--- src/rtl/fft32_mdc_ctrl_if.sv ---
// Sample-side and datapath-side signals of the 32-point MDC FFT sequencer.
// Optional out_idx/out_idx_rev exist only when FFT_CTRL_OUTIDX_EN is defined.
interface fft32_mdc_ctrl_if;
  // in_valid has no back-pressure: a sample pair is consumed on every clock
  // edge where in_valid is high; in_sof only has meaning together with in_valid.
  logic       in_valid;
  logic       in_sof;
  logic [4:0] stg_valid;
  logic [3:0] tw_addr1;
  logic [3:0] tw_addr2;
  logic [3:0] tw_addr3;
  logic [3:0] tw_addr4;
  logic [3:0] sw_sel;
  logic       out_valid;
  logic       frame_done;
  logic       busy;
  logic       sync_err;
  logic [1:0] dbg_state;
`ifdef FFT_CTRL_OUTIDX_EN
  logic [3:0] out_idx;
  logic [3:0] out_idx_rev;
`endif

  modport master (
    output in_valid, in_sof,
`ifdef FFT_CTRL_OUTIDX_EN
    input  out_idx, out_idx_rev,
`endif
    input  stg_valid, tw_addr1, tw_addr2, tw_addr3, tw_addr4, sw_sel,
    input  out_valid, frame_done, busy, sync_err, dbg_state
  );

  modport slave (
    input  in_valid, in_sof,
`ifdef FFT_CTRL_OUTIDX_EN
    output out_idx, out_idx_rev,
`endif
    output stg_valid, tw_addr1, tw_addr2, tw_addr3, tw_addr4, sw_sel,
    output out_valid, frame_done, busy, sync_err, dbg_state
  );
endinterface

--- src/rtl/fft32_mdc_ctrl.sv ---
// Sequencer for the 5-stage radix-2 MDC 32-point FFT: valid/sof chains, per-stage
// frame counters, twiddle addresses, commutator selects, IDLE/RUN/FLUSH status.
// Define FFT_CTRL_OUTIDX_EN to add out_idx/out_idx_rev.
module fft32_mdc_ctrl #(
  parameter int STAGE_LAT = 2,
  parameter int CNT_W     = 4
) (
  input logic            clk,
  input logic            rst,
  fft32_mdc_ctrl_if.slave bus
);
  localparam int VCH_W = 5 * STAGE_LAT;
  localparam int SCH_W = 4 * STAGE_LAT;

  typedef enum logic [1:0] {
    IDLE  = 2'd0,
    RUN   = 2'd1,
    FLUSH = 2'd2
  } state_t;

  state_t           r_state;
  logic [VCH_W-1:0] r_vsh;
  logic [SCH_W-1:0] r_ssh;
  logic [CNT_W-1:0] r_cnt [5];
  logic [CNT_W-1:0] r_oidx [STAGE_LAT];
  logic             r_wrap;
  logic             r_sync_err;

  logic [5:0]       w_v;
  logic [4:0]       w_sof;
  logic [CNT_W-1:0] w_idx [5];
  logic             w_fd;
  logic             w_chain_empty;
  logic             w_sync;
  logic             w_wrap;

  // A pair carrying the sof marker is index 0 at that stage regardless of the counter.
  always_comb begin
    w_v[0]   = bus.in_valid;
    w_sof[0] = bus.in_valid & bus.in_sof;
    for (int s = 1; s <= 5; s++) w_v[s] = r_vsh[s*STAGE_LAT-1];
    for (int s = 1; s <= 4; s++) w_sof[s] = r_ssh[s*STAGE_LAT-1];
    for (int s = 0; s < 5; s++) w_idx[s] = w_sof[s] ? '0 : r_cnt[s];
  end

  assign w_fd          = w_v[5] && (r_oidx[STAGE_LAT-1] == {CNT_W{1'b1}});
  assign w_chain_empty = !bus.in_valid && (r_vsh[VCH_W-2:0] == '0);
  assign w_sync        = w_sof[0] && (r_cnt[0] != '0);
  assign w_wrap        = w_v[0] && (w_idx[0] == {CNT_W{1'b1}});

  always_ff @(posedge clk) begin
    if (rst) begin
      r_vsh      <= '0;
      r_ssh      <= '0;
      for (int s = 0; s < 5; s++) r_cnt[s] <= '0;
      for (int k = 0; k < STAGE_LAT; k++) r_oidx[k] <= '0;
      r_wrap     <= 1'b0;
      r_sync_err <= 1'b0;
      r_state    <= IDLE;
    end else begin
      r_vsh <= {r_vsh[VCH_W-2:0], bus.in_valid};
      r_ssh <= {r_ssh[SCH_W-2:0], w_sof[0]};
      for (int s = 0; s < 5; s++) begin
        if (w_v[s]) r_cnt[s] <= w_idx[s] + 1'b1;
      end
      // Stage-5 position travels with the data so it lines up with out_valid.
      r_oidx[0] <= w_idx[4];
      for (int k = 1; k < STAGE_LAT; k++) r_oidx[k] <= r_oidx[k-1];
      r_wrap     <= w_wrap;
      r_sync_err <= w_sync;
      case (r_state)
        IDLE:    if (bus.in_valid) r_state <= RUN;
        RUN:     if (r_wrap && !bus.in_valid) r_state <= FLUSH;
        FLUSH: begin
          if (bus.in_valid) r_state <= RUN;
          else if (w_fd && w_chain_empty) r_state <= IDLE;
        end
        default: r_state <= IDLE;
      endcase
    end
  end

  assign bus.stg_valid  = w_v[4:0];
  assign bus.out_valid  = w_v[5];
  assign bus.tw_addr1   = w_idx[0];
  assign bus.tw_addr2   = {w_idx[1][2:0], 1'b0};
  assign bus.tw_addr3   = {w_idx[2][1:0], 2'b00};
  assign bus.tw_addr4   = {w_idx[3][0], 3'b000};
  assign bus.sw_sel     = {w_idx[3][0], w_idx[2][1], w_idx[1][2], w_idx[0][3]};
  assign bus.frame_done = w_fd;
  assign bus.busy       = (r_state != IDLE);
  assign bus.sync_err   = r_sync_err;
  assign bus.dbg_state  = r_state;

`ifdef FFT_CTRL_OUTIDX_EN
  logic [3:0] w_oidx;
  assign w_oidx          = w_v[5] ? r_oidx[STAGE_LAT-1] : 4'd0;
  assign bus.out_idx     = w_oidx;
  assign bus.out_idx_rev = {w_oidx[0], w_oidx[1], w_oidx[2], w_oidx[3]};
`endif
endmodule

--- src/flat_wrapper.sv ---
// flat-port wrapper written by rule: the top's interface ports become plain ports
module fft32_mdc_ctrl_flat 
#(
  parameter int STAGE_LAT = 2,
  parameter int CNT_W     = 4
)
  (clk, rst, bus_in_valid, bus_in_sof, bus_stg_valid, bus_tw_addr1, bus_tw_addr2, bus_tw_addr3, bus_tw_addr4, bus_sw_sel, bus_out_valid, bus_frame_done, bus_busy, bus_sync_err, bus_dbg_state);
  fft32_mdc_ctrl_if bus_i ();
  input logic clk;
  input logic rst;
  input wire logic [$bits(bus_i.in_valid)-1:0] bus_in_valid;
  input wire logic [$bits(bus_i.in_sof)-1:0] bus_in_sof;
  output wire logic [$bits(bus_i.stg_valid)-1:0] bus_stg_valid;
  output wire logic [$bits(bus_i.tw_addr1)-1:0] bus_tw_addr1;
  output wire logic [$bits(bus_i.tw_addr2)-1:0] bus_tw_addr2;
  output wire logic [$bits(bus_i.tw_addr3)-1:0] bus_tw_addr3;
  output wire logic [$bits(bus_i.tw_addr4)-1:0] bus_tw_addr4;
  output wire logic [$bits(bus_i.sw_sel)-1:0] bus_sw_sel;
  output wire logic [$bits(bus_i.out_valid)-1:0] bus_out_valid;
  output wire logic [$bits(bus_i.frame_done)-1:0] bus_frame_done;
  output wire logic [$bits(bus_i.busy)-1:0] bus_busy;
  output wire logic [$bits(bus_i.sync_err)-1:0] bus_sync_err;
  output wire logic [$bits(bus_i.dbg_state)-1:0] bus_dbg_state;
  assign bus_i.in_valid = bus_in_valid;
  assign bus_i.in_sof = bus_in_sof;
  assign bus_stg_valid = bus_i.stg_valid;
  assign bus_tw_addr1 = bus_i.tw_addr1;
  assign bus_tw_addr2 = bus_i.tw_addr2;
  assign bus_tw_addr3 = bus_i.tw_addr3;
  assign bus_tw_addr4 = bus_i.tw_addr4;
  assign bus_sw_sel = bus_i.sw_sel;
  assign bus_out_valid = bus_i.out_valid;
  assign bus_frame_done = bus_i.frame_done;
  assign bus_busy = bus_i.busy;
  assign bus_sync_err = bus_i.sync_err;
  assign bus_dbg_state = bus_i.dbg_state;
  fft32_mdc_ctrl #(.STAGE_LAT(STAGE_LAT), .CNT_W(CNT_W)) u_core (.clk(clk), .rst(rst), .bus(bus_i));
endmodule
--- config.mk ---
export PLATFORM = sky130hd
export DESIGN_NAME = fft32_mdc_ctrl_flat
export DESIGN_NICKNAME = d
export VERILOG_FILES = /design/src/rtl/fft32_mdc_ctrl_if.sv /design/src/rtl/fft32_mdc_ctrl.sv /design/src/flat_wrapper.sv
export SDC_FILE = /design/constraint.sdc
export NUM_CORES = 1
export LEC_CHECK = 0
export ABC_AREA = 0
export BUFFER_PORTS_ARGS = -buffer_cell sky130_fd_sc_hd__buf_4
export CORE_MARGIN = 5
export CORE_UTILIZATION = 48
export CTS_CLUSTER_DIAMETER = 150
export DETAILED_ROUTE_END_ITERATION = 16
export HOLD_SLACK_MARGIN = 0.03
export PLACE_DENSITY = 0.77
export SETUP_SLACK_MARGIN = 0.15
export SLEW_MARGIN = 10
export SYNTH_ARGS = -nofsm -noshare
export SYNTH_HDL_FRONTEND = slang
export SYNTH_SLANG_ARGS = --single-unit
--- constraint.sdc ---
create_clock -name clk -period 1.4 [get_ports clk]
set_input_delay 0.28 -clock clk [delete_from_list [all_inputs] [get_ports clk]]
set_output_delay 0.28 -clock clk [all_outputs]
set_load 0.05 [all_outputs]
==> flow_summary.json, run 1 <==
{
  "use_met2_pct": 24.6,
  "hold_class": "in2reg",
  "p_per_area_mw_per_mm2": 1160,
  "peakVddDrop_mv": 0.626,
  "rows": 22,
  "min-delay-start": "rst",
  "fin_area_mm2": 0.00245,
  "worstReg2RegStart": "u_core.r_vsh[7]",
  "p_leak_nw": 1.05,
  "ctsLongestPathBuffers": 2,
  "synth_warnings": 0,
  "cts_tree": "built",
  "ctsHoldBuffers": 0,
  "drt-pass1-iter-count": 4,
  "diodes": 0,
  "syn_to_final_growth_pct": 35.0,
  "syn-cell-area_mm2": 0.00182,
  "grt_util_all_layers_pct": 13.9,
  "grt_pass1_wl_mm": 5.51,
  "synth_cell_types": 29,
  "hold_end": "u_core.r_ssh[1]",
  "holdWs_ps": 295,
  "antenna_found_initial": 0,
  "core_region_area_mm2": 0.00366,
  "ys_seq_elements": 44,
  "crit_type": "reg2reg",
  "synth_flop_cell": "dfxtp_1",
  "max_freq_mhz": 671,
  "die_y_um": 71.5,
  "r2r_slack_ps": -90,
  "viasPerCell": 4.52,
  "r2r.worst_path.cells": 4,
  "port_buffers": 28,
  "synth_compound_area_share_pct": 2.75,
  "die_w_um": 71.5,
  "violations": "negative setup slack",
  "yosysSeqAreaShare_pct": 56.2,
  "initialDrtViolationCount": 33,
  "grt-ovfl-total": 0,
  "reg2reg_to": "u_core.r_cnt[0][8]",
  "drc": 0,
  "p_total_mw": 2.85,
  "busiest_layer": "met2",
  "globalplace.congestion": 0.789,
  "initial_utilization_pct": 49.7,
  "fin_crit_sh_pct": 106,
  "finClkSkew_ps": 5.88,
  "synth_top_family_by_area": "simple AND/OR/NAND/NOR gates",
  "final_util_pct": 67.0,
  "cts_inserted_buffers": 5,
  "async_flop_share_pct": 0,
  "root_buffer": "clkbuf_8",
  "outcome": "finished, violations left",
  "rsz0062_at_grt": "yes",
  "drtAntennaViolNets": 0,
  "yosys.area_share.simple_pct": 23.0,
  "drive_above_1_share_pct": 46.8,
  "grt_max_degree": 22,
  "met3_usage_pct": 4.63,
  "num_vias": 1125,
  "setup_viol": 15,
  "clk_latency_ps": 290,
  "synth-edff-count": 14,
  "fp.dieArea_mm2": 0.00512,
  "grt_pass1_vias": 1192,
  "grt.met1_usage_pct": 15.6,
  "syn_avg_cell_area_um2": 11.0,
  "setup_slack_ps": -90.1,
  "avgRoutedWirePerCell_um": 13.1,
  "hold_viol": 0,
  "routed_wl_mm": 3.26,
  "worstPathArrival_ps": 1540,
  "clkTransAtPathRegs_ps": 70,
  "cts.sinks": 44,
  "ios": 35,
  "dpl_cell_area_mm2": 0.00197,
  "crit_fanout": 6,
  "synth_xor_xnor_area_share_pct": 2.89,
  "synthAdderAreaFrac_pct": 2.06,
  "worstSetupStartpointType": "flip-flop",
  "synthCells": 165,
  "place_hpwl_mm": 2.18,
  "required_ps": 1450,
  "hold_depth": 2,
  "crit_path_end_kind": "flip-flop",
  "htree_levels": 2,
  "cap_viol_max_count": 0,
  "nNetsFinal": 207,
  "slew_viol_final": 0,
  "period_minus_slack_ps": 1490,
  "muxShareOfSynthArea_pct": 0.551
}
## cell families after synthesis
group	count (synthesis)
AO/OA/AOI/OAI	5
buffers and inverters	33
XOR/XNOR	6
flip-flops	44
multiplexers	1
AND/OR/NAND/NOR	72
other	1
adder cells (fa/ha/maj)	3
## worst max path at each step
| stage | slack (ps) | from | end |
|---|---|---|---|
| 2_1_floorplan | -50 | u_core.r_vsh[7] | u_core.r_cnt[0][18] |
| 3_3_place_gp | -40 | u_core.r_vsh[7] | u_core.r_cnt[0][3] |
| 3_5_place_dp | -80 | u_core.r_vsh[7] | u_core.r_cnt[0][19] |
| 4_1_cts | -80 | u_core.r_vsh[7] | u_core.r_cnt[0][19] |
| 5_1_grt | -140 | u_core.r_vsh[7] | u_core.r_cnt[0][19] |
| 6_report | -90 | u_core.r_vsh[7] | u_core.r_cnt[0][8] |
## area by class of cell
class / instances / area (um^2)
Fill cell: 273 / 1210
Sequential cell: 44 / 1040
Multi-Input combinational cell: 93 / 707
Timing Repair Buffer: 52 / 526
Clock buffer: 6 / 72.6
Tap cell: 48 / 60.1
Clock inverter: 2 / 35.0
Inverter: 4 / 15.0
## layout by cell type, fill, tap and decap left out, types with 2 or more instances in the layout
cell type and instances:
buf_4 29, nor2b_1 26, dfxtp_1 20, edfxtp_1 14, buf_8 13, nor2_1 11, buf_6 10, dfxtp_2 8
nor2b_4 6, conb_1 6, or2_2 5, clkbuf_8 5, and2_1 4, xnor2_1 4, inv_1 4, and2_4 3
ha_1 3, nor3_1 2, nand3_1 2, xor2_1 2, dfxtp_4 2
## worst max-delay path, stage by stage (launching register included)
cell      delay [ps]
dfxtp_2          320
or4_4            560
o21bai_4         150
buf_4            160
nor2_1            50
## flip-flops by register name, summed over array words and instances (netlist names)
name / cells
u_core.r_cnt: 14
u_core.r_vsh: 10
u_core.r_oidx: 8
u_core.r_ssh: 8
u_core.bus.dbg_state: 2
u_core.bus.sync_err: 1
u_core.r_wrap: 1
## cells in the mapped netlist (2+ instances only)
| cell type | number | area (um^2) |
|---|---|---|
| clkbuf_1 | 3 | 11.3 |
| nand2_1 | 2 | 7.51 |
| ha_1 | 3 | 37.5 |
| nor2b_1 | 32 | 200 |
| xnor2_1 | 4 | 35.0 |
| nor3_1 | 3 | 15.0 |
| nor2_1 | 13 | 48.8 |
| xor2_1 | 2 | 17.5 |
| edfxtp_1 | 14 | 420 |
| nand3_1 | 3 | 15.0 |
| buf_4 | 25 | 188 |
| inv_1 | 4 | 15.0 |
| or2_2 | 6 | 37.5 |
| dfxtp_1 | 30 | 601 |
| and2_1 | 7 | 43.8 |
## power by group
group	total [mW]	internal [mW]	leakage (nW)	switching, mW
clock network	0.916	0.529	0.0552	0.387
logic	0.536	0.230	0.598	0.307
registers	1.40	1.37	0.397	0.0267
total	2.85	2.13	1.05	0.720
## per-layer routing
| layer | part of all wire [%] | routed length, um | vias up |
|---|---|---|---|
| met5 | 0 | 0 | - |
| met1 | 40 | 1320 | 528 |
| met4 | 1.5 | 48 | 0 |
| met3 | 4.4 | 143 | 5 |
| met2 | 54 | 1750 | 22 |
| li1 | - | - | 570 |
## timing repair
| action | CTS | global route |
|---|---|---|
| setup endpoints to repair | 31 | 36 |
| gates resized for setup | 56 | 17 |
| pin swaps | 5 | 1 |
| buffers inserted | 10 | 5 |
## metrics by stage
step	setup WS, ps	cells	setup TNS (ps)
2_1_floorplan	-48.0	170	-439
3_3_place_gp	-36.3	226	-350
3_5_place_dp	-83.2	226	-734
4_1_cts	-75.8	244	-903
5_1_grt	-139	249	-1920
6_report	-90.1	249	-1170
Note: power is estimated with default switching activity, not from simulation.
==> run 2: changes to the inputs <==
--- a/config.mk
+++ b/config.mk
@@ -8,11 +8,11 @@
 export ABC_AREA = 0
 export BUFFER_PORTS_ARGS = -buffer_cell sky130_fd_sc_hd__buf_4
 export CORE_MARGIN = 5
-export CORE_UTILIZATION = 48
+export CORE_UTILIZATION = 50
 export CTS_CLUSTER_DIAMETER = 150
 export DETAILED_ROUTE_END_ITERATION = 16
 export HOLD_SLACK_MARGIN = 0.03
-export PLACE_DENSITY = 0.77
+export PLACE_DENSITY = 0.76
 export SETUP_SLACK_MARGIN = 0.15
 export SLEW_MARGIN = 10
 export SYNTH_ARGS = -nofsm -noshare
==> constraint.sdc (replaced) <==
create_clock -name clk -period 1.88 [get_ports clk]
set_input_delay 0.376 -clock clk [delete_from_list [all_inputs] [get_ports clk]]
set_output_delay 0.376 -clock clk [all_outputs]
set_load 0.05 [all_outputs]
==> flow_summary.json, run 2 (synthesis gave the netlist of run 1 again) <==
{
  "num_vias": 1051,
  "hold_class": "in2reg",
  "initial_utilization_pct": 50.8,
  "setup_viol": 0,
  "cts_inserted_buffers": 5,
  "grt_pass1_vias": 1063,
  "final-seq-area_mm2": 0.00102,
  "rows": 22,
  "diodes": 0,
  "final_cell_mix": "nor2b_1, dfxtp_1, buf_4",
  "fin_setup_tns_ps": 0,
  "crit_path_end_kind": "flip-flop",
  "final_common_cell": "nor2b_1",
  "crit_fanout": 14,
  "worstPathArrival_ps": 1720,
  "rsz0062_at_grt": "no",
  "peakVddDrop_mv": 0.416,
  "drtAntennaViolNets": 0,
  "die_y_um": 70.3,
  "worstSetupStartpointType": "flip-flop",
  "p_total_mw": 1.91,
  "place_hpwl_mm": 2.15,
  "clk_latency_ps": 350,
  "globalplace.congestion": 0.770,
  "hold_viol": 0,
  "port_buffers": 28,
  "drt-pass1-iter-count": 4,
  "root_buffer": "clkbuf_4",
  "largestRegisters": "u_core.r_cnt x14, u_core.r_vsh x10",
  "grt-ovfl-total": 0,
  "core_region_area_mm2": 0.00358,
  "drc": 0,
  "cts_setup_buffers": 0,
  "p_per_area_mw_per_mm2": 964,
  "path_cells": "or4_4 > o21bai_4 > nor3_1",
  "nNetsFinal": 183,
  "htree_levels": 2,
  "cap_viol_max_count": 0,
  "slew_viol_final": 0,
  "outcome": "completed",
  "finClkSkew_ps": 11.5,
  "ios": 35,
  "ctsLongestPathBuffers": 2,
  "fp.dieArea_mm2": 0.00494,
  "period_minus_slack_ps": 1620,
  "largest_reg_flops": 14,
  "fin_crit_sh_pct": 86.3,
  "drive_above_1_share_pct": 25.4,
  "regMostFlops": "u_core.r_cnt",
  "fill_cells": 331,
  "grt_max_degree": 31,
  "avgRoutedWirePerCell_um": 13.4,
  "die_w_um": 70.3,
  "grt_util_all_layers_pct": 13.2,
  "crit_type": "reg2reg",
  "required_ps": 1980,
  "multi_input_area_um2": 597,
  "antenna_found_initial": 0,
  "slowest_stage": "or4_4",
  "max_freq_mhz": 616,
  "cts_tree": "built",
  "initialDrtViolationCount": 54,
  "p_leak_nw": 0.835,
  "cts.sinks": 44,
  "syn_to_final_growth_pct": 8.88,
  "routed_wl_mm": 3.02,
  "clkTransAtPathRegs_ps": 130,
  "grt_pass1_wl_mm": 5.12,
  "slowest_delay_ps": 550,
  "viasPerCell": 4.67
}
[run 2: changes by cell type in the layout (fill, tap and decap cells not counted), moves of 6 or more]
cell     previous run  this run
nor2b_1            26        32
dfxtp_1            20        30
buf_8              13         0
buf_6              10         0
nor2b_4             6         0
dfxtp_2             8         0
[run 2: per-stage QoR]
step | hold WS [ps] | utilization [%] | area, um^2 | setup WS [ps] | cells
2_1_floorplan | 414 | - | 1840 | 320 | 170
3_3_place_gp | 419 | 53.1 | 1900 | 343 | 217
3_5_place_dp | 423 | 53.1 | 1900 | 273 | 217
4_1_cts | 273 | 55.2 | 1980 | 220 | 225
5_1_grt | 299 | 55.3 | 1980 | 179 | 225
6_report | 283 | 55.3 | 1980 | 257 | 225
[run 2: path summary, 6_finish.rpt]
| kind | from | cells after the start | endpoint | slack (ps) |
|---|---|---|---|---|
| setup reg to reg | u_core.r_vsh[5] | 3 | u_core.r_cnt[0][9] | 260 |
| setup / recovery | u_core.r_vsh[5] | 3 | u_core.r_cnt[0][9] | 260 |
| hold reg to reg | u_core.r_oidx[0][0] | 1 | u_core.r_oidx[0][4] | 450 |
| hold / removal | bus_in_sof | 2 | u_core.r_ssh[0] | 280 |
[run 2: power by group]
| group | switching [mW] | internal (mW) | total (mW) |
|---|---|---|---|
| combinational | 0.201 | 0.0866 | 0.287 |
| clock | 0.298 | 0.279 | 0.577 |
| sequential | 0.0213 | 1.02 | 1.04 |
[run 2: per-layer routing]
metal / track usage [%] / up-vias / part of all wire (%)
met4: 5.74 / 0 / 1.7
met5: 0 / - / 0
met2: 21.6 / 24 / 50
li1: - / 522 / -
met3: 4.32 / 6 / 5.4
met1: 15.7 / 499 / 43
[run 2: cell type report]
cell class / count / share of cell area [%]
Clock buffer: 6 / 2.09
Clock inverter: 2 / 1.77
Inverter: 4 / 0.759
Multi-Input combinational cell: 93 / 30.2
Sequential cell: 44 / 51.6
Tap cell: 48 / 3.03
Timing Repair Buffer: 28 / 10.6
[run 2: critical path, delay by kind of cell (launching register included)]
kind               cells  cell delay (ps)
AOI/OAI and AO/OA      1              340
and+or+nand+nor        2              660
DFF                    1              370
[run 2: what timing repair did]
action,CTS,global route
setup endpoints to repair,1,1
hold buffers,0,0
gates cloned,0,0
gates resized for setup,1,1
